## src/rtl/cla_nibble_seq.sv

```systemverilog
// Multi-precision adder: one shared 4-bit carry-lookahead slice is stepped across
// NIBBLES nibbles, LSB first. Define CLA_SEQ_OVF_EN to add the signed-overflow output ovf.
module cla_nibble_seq #(
   parameter int NIBBLES = 4
) (
   input  logic                   clk,
   input  logic                   rst,
   input  logic                   in_valid,
   output logic                   in_ready,
   input  logic [4*NIBBLES-1:0]   a,
   input  logic [4*NIBBLES-1:0]   b,
   input  logic                   cin,
   output logic                   out_valid,
   input  logic                   out_ready,
   output logic [4*NIBBLES-1:0]   sum,
   output logic                   cout,
`ifdef CLA_SEQ_OVF_EN
   output logic                   busy,
   output logic                   ovf
`else
   output logic                   busy
`endif
);

   localparam int W    = 4 * NIBBLES;
   localparam int IDXW = (NIBBLES > 1) ? $clog2(NIBBLES) : 1;

   typedef enum logic [1:0] {
      IDLE = 2'd0,
      RUN  = 2'd1,
      DONE = 2'd2
   } state_t;

   state_t            state;
   logic [W-1:0]      a_sh;
   logic [W-1:0]      b_sh;
   logic              carry;
   logic [IDXW-1:0]   idx;

   logic [3:0]        slice_g;
   logic [3:0]        slice_p;
   logic [4:0]        slice_c;
   logic [3:0]        slice_sum;
   logic              last_pass;

   // Shared 4-bit CLA slice: every carry is a flat function of g, p and the carry register.
   always_comb begin
      slice_g    = a_sh[3:0] & b_sh[3:0];
      slice_p    = a_sh[3:0] ^ b_sh[3:0];
      slice_c[0] = carry;
      slice_c[1] = slice_g[0] | (slice_p[0] & carry);
      slice_c[2] = slice_g[1] | (slice_p[1] & slice_g[0])
                 | (slice_p[1] & slice_p[0] & carry);
      slice_c[3] = slice_g[2] | (slice_p[2] & slice_g[1])
                 | (slice_p[2] & slice_p[1] & slice_g[0])
                 | (slice_p[2] & slice_p[1] & slice_p[0] & carry);
      slice_c[4] = slice_g[3] | (slice_p[3] & slice_g[2])
                 | (slice_p[3] & slice_p[2] & slice_g[1])
                 | (slice_p[3] & slice_p[2] & slice_p[1] & slice_g[0])
                 | (slice_p[3] & slice_p[2] & slice_p[1] & slice_p[0] & carry);
      slice_sum  = slice_p ^ slice_c[3:0];
      last_pass  = (idx == IDXW'(NIBBLES - 1));
   end

   // Control and datapath share one register block; handshake flags are registered with the state.
   always_ff @(posedge clk) begin
      if (rst) begin
         state     <= IDLE;
         in_ready  <= 1'b1;
         out_valid <= 1'b0;
         busy      <= 1'b0;
         sum       <= '0;
         cout      <= 1'b0;
         carry     <= 1'b0;
         idx       <= '0;
         a_sh      <= '0;
         b_sh      <= '0;
`ifdef CLA_SEQ_OVF_EN
         ovf       <= 1'b0;
`endif
      end else begin
         case (state)
            IDLE: begin
               if (in_valid) begin
                  a_sh     <= a;
                  b_sh     <= b;
                  carry    <= cin;
                  idx      <= '0;
                  state    <= RUN;
                  in_ready <= 1'b0;
                  busy     <= 1'b1;
               end
            end
            RUN: begin
               // New nibble enters at the top so nibble k lands at bits 4k+3:4k after the last pass.
               sum   <= (sum >> 4) | (W'(slice_sum) << (W - 4));
               carry <= slice_c[4];
               a_sh  <= a_sh >> 4;
               b_sh  <= b_sh >> 4;
               if (last_pass) begin
                  cout      <= slice_c[4];
                  state     <= DONE;
                  out_valid <= 1'b1;
`ifdef CLA_SEQ_OVF_EN
                  ovf       <= slice_c[3] ^ slice_c[4];
`endif
               end else begin
                  idx <= idx + IDXW'(1);
               end
            end
            DONE: begin
               if (out_ready) begin
                  state     <= IDLE;
                  out_valid <= 1'b0;
                  in_ready  <= 1'b1;
                  busy      <= 1'b0;
               end
            end
            default: begin
               state     <= IDLE;
               in_ready  <= 1'b1;
               out_valid <= 1'b0;
               busy      <= 1'b0;
            end
         endcase
      end
   end

endmodule

```

## config.mk

```make
export PLATFORM = sky130hd
export DESIGN_NAME = cla_nibble_seq
export DESIGN_NICKNAME = d
export VERILOG_FILES = /design/src/rtl/cla_nibble_seq.sv
export SDC_FILE = /design/constraint.sdc
export NUM_CORES = 1
export LEC_CHECK = 0
export CELL_PAD_IN_SITES_DETAIL_PLACEMENT = 1
export CELL_PAD_IN_SITES_GLOBAL_PLACEMENT = 1
export CORE_UTILIZATION = 34
export CTS_BUF_LIST = sky130_fd_sc_hd__clkbuf_8
export DETAILED_ROUTE_END_ITERATION = 12
export PLACE_DENSITY_LB_ADDON = 0.1
export SYNTH_ARGS = -nofsm -noshare
export SYNTH_HDL_FRONTEND = slang
export SYNTH_SLANG_ARGS = --single-unit
```

## constraint.sdc

```tcl
create_clock -name clk -period 1.7 [get_ports clk]
set_clock_uncertainty 0.2 [all_clocks]
set_input_delay 0.425 -clock clk [delete_from_list [all_inputs] [get_ports clk]]
set_output_delay 0.425 -clock clk [all_outputs]
set_load 0.01 [all_outputs]
```

==> results.md <==
* Clock Latency Late Sink at 0.33 ns
* Worst Path Arrival at 0.99 ns
* CTS Sinks at 57
* Final WL at 7080 µm
* Placed insts at 470
* Buf/Inv on CP at 1
* Nets at 425
* Final hold violation count at 0
* # rows at 31
* Initial DRT Pass Iterations at 4
* IO buf count at 56
* Die area at 8010 µm²
* Core area at 7330 µm²
* Post-Syn Area at 2600 µm²
* Req. time, crit path at 1.07 ns
* Post-Layout Cell Count at 484
* Clock slew at reported path FFs at 0.06 ns
* Hold Slack at 0.137 ns
* Power per standard cell area at 964 nW/µm²
* CTS buffer count at 9
* Crit-path max cell delay at 0.36 ns
* Io pins at 57
* Initial drt markers at 34
* Slowest library cell on the worst path: dfxtp_1
* Global route hottest layer: met2
* Gpl congestion at 0.747
* Post-synthesis cell count at 328
* Crit path capture type: primary output
* Switch share at 0.246
* H-tree levels at 3
* Met3 usage at 0.0572
* Max_cap viols at 0
* Hold Path Class: in -> reg
* Antenna viol nets, final at 0
* M2 GR Usage at 0.328
* GR Overflow Total at 0
* Total power at 3.40 mW
* Synthesis-to-finish area growth at 35.5%
* Hold-fix buffers, CTS at 0
* Hpwl dp at 5080 µm
* GRT met1 Usage at 0.251
* Synth Register Bits at 57
* Final Cycle Share at 0.950
* VDD IR max at 0.387 mV
* Total track usage at 0.197
* Chip Width at 89.5 µm
* Sw power at 0.835 mW
* Achievable Freq at 619 MHz
* Critical path startpoint category: flop
* Leak at 1.44 nW
* Via/cell ratio at 5.03
* Fin. max-slew vios at 0
* Initial Utilization at 0.355
* Global-route wire length before repair at 11,800 µm
* Clock root buffer: clkbuf_8
* CTS tree: done
* Routed len/inst at 14.6 µm
* Min Tclk post-route at 1.62 ns
* Crit path kind: reg -> out
* Post-synthesis sequential area ratio at 0.438
* Clock power share at 0.413
* Clock Path Buffers at 2
* Setup Viol. Count Final at 0
* Yosys cell types at 36
* Number of global-route vias before repair at 2,435
* Post_cts resized at 20
* Syn Area/Cell at 7.93 µm²
* CP max FO at 3
* Initial antenna violation count at 0
* Slew @ Worst Pin at 0.332 ns
* Final cell utilization of the core at 0.481
* Share of cells above drive strength 1 at 0.0961
* Status: finished clean
* Largest net degree at the start of global routing at 45
* Reg power frac at 0.437
* Worst path top cell family by delay: flip-flops
* Max-slew headroom at 0.779
* Setup repair bufs after CTS at 0
* RSZ-0062 raised after global routing: yes
* Die H at 89.5 µm
* N_diodes at 0
* Syn Nets at 371
* Routed vias at 2,434
* Cells along the critical path: dlygate4sd2_1
* Residual DRC at 0
* Ys Warns at 0
* Logic pwr share at 0.150
* Int Pwr at 2.56 mW
## cell families after synthesis
logic type	Yosys count	synth area share
buf+inv	34	0.0591
fa+ha+maj	6	0.0317
flops	57	0.438
simple gates	148	0.256
xor+xnor	1	0.00337
compound gates	82	0.212
## worst register-to-register path, stage by stage, from the launching register on
cell     delay (ns)
dfxtp_1        0.33
ha_1           0.34
o21ai_1        0.10
or4b_1         0.48
nand4_1        0.10
## synthesized netlist by cell type
library cell / count / area (µm²)
a211oi_1: 4 / 30.0
a21o_1: 4 / 30.0
a21oi_1: 28 / 140
a221oi_1: 1 / 8.76
a22oi_1: 1 / 7.51
a311oi_1: 25 / 219
and2_1: 2 / 12.5
and3_1: 1 / 6.26
and3b_1: 8 / 70.1
buf_2: 15 / 75.1
buf_6: 1 / 11.3
clkbuf_1: 12 / 45.0
dfxtp_1: 57 / 1140
fa_1: 1 / 20.0
ha_1: 5 / 62.6
inv_1: 6 / 22.5
nand2_1: 84 / 315
nand2b_1: 4 / 25.0
nand3_1: 2 / 10.0
nand4_1: 1 / 6.26
nand4b_1: 1 / 8.76
nor2_1: 30 / 113
nor2b_1: 10 / 62.6
nor3_1: 1 / 5.00
nor3b_1: 2 / 15.0
o2111ai_1: 1 / 8.76
o211ai_1: 1 / 7.51
o21ai_0: 5 / 25.0
o21ai_1: 8 / 40.0
o21ba_2: 1 / 10.0
o21bai_1: 1 / 7.51
o22ai_1: 1 / 6.26
o32a_1: 1 / 10.0
or2_2: 1 / 6.26
or4b_1: 1 / 10.0
xnor2_1: 1 / 8.76
## power groups by stage
stage                     Clock [mW]  Combinational [mW]  Sequential [mW]
after global routing            1.50               0.569             1.50
after floorplan                    0               0.282             1.50
after detailed placement           0               0.514             1.51
after CTS                       1.44               0.504             1.48
after global placement             0               0.500             1.51
final                           1.41               0.508             1.49
## layout by cell type (no fill, tap or decap), types with 4 or more instances in the layout
master / instances
a21oi_1: 28
nand2b_1: 4
nor2b_1: 9
inv_1: 6
dfxtp_1: 56
dlygate4sd2_1: 20
and3b_1: 8
nor2_1: 30
clkdlybuf4s50_1: 35
nand2_1: 84
buf_4: 12
a311oi_1: 25
clkbuf_8: 11
a21o_1: 4
o21ai_0: 4
o21ai_1: 9
## final cells by class
class	count	area, µm²
clock buffers	11	151
clock inverters	3	65.1
fillers	884	3800
inverters	6	22.5
multi-input cells	237	1340
flip-flops and latches	57	1140
well taps	99	124
repair buffers	71	681
## sequential cells by signal (all words and copies together) (netlist names)
name       cells
state          2
sum           16
b_sh          16
a_sh          16
carry          1
out_valid      1
cout           1
idx            2
busy           1
in_ready       1
## path summary, 6_finish.rpt
| kind | from | endpoint | slack [ns] | depth (start not counted) |
|---|---|---|---|---|
| hold / removal | rst | sum[8]$_SDFFE_PP0P_ | 0.14 | 2 |
| setup reg to reg | a_sh[2]$_SDFFE_PP0P_ | sum[15]$_SDFFE_PP0P_ | 0.09 | 4 |
| hold reg to reg | sum[0]$_SDFFE_PP0P_ | sum[0]$_SDFFE_PP0P_ | 0.25 | 2 |
| setup / recovery | sum[15]$_SDFFE_PP0P_ | sum[15] | 0.08 | 1 |
## metal layers
layer | vias to the layer above | part of all wire | wire [µm]
met3 | 7 | 0.037 | 265
met4 | 0 | 0.011 | 77
li1 | 1235 | - | -
met2 | 44 | 0.49 | 3450
met5 | - | 0 | 0
met1 | 1148 | 0.46 | 3290
## metrics by stage
stage | instance area, µm² | TNS, ns | worst slack (ns)
2_1_floorplan | 2600 | 0 | 0.170
3_3_place_gp | 3300 | -5.79 | -0.193
3_5_place_dp | 3300 | -6.65 | -0.243
4_1_cts | 3490 | 0 | 0.0504
5_1_grt | 3530 | -0.00565 | -0.00565
6_report | 3530 | 0 | 0.0843
Power figures use the tool's default switching activity.
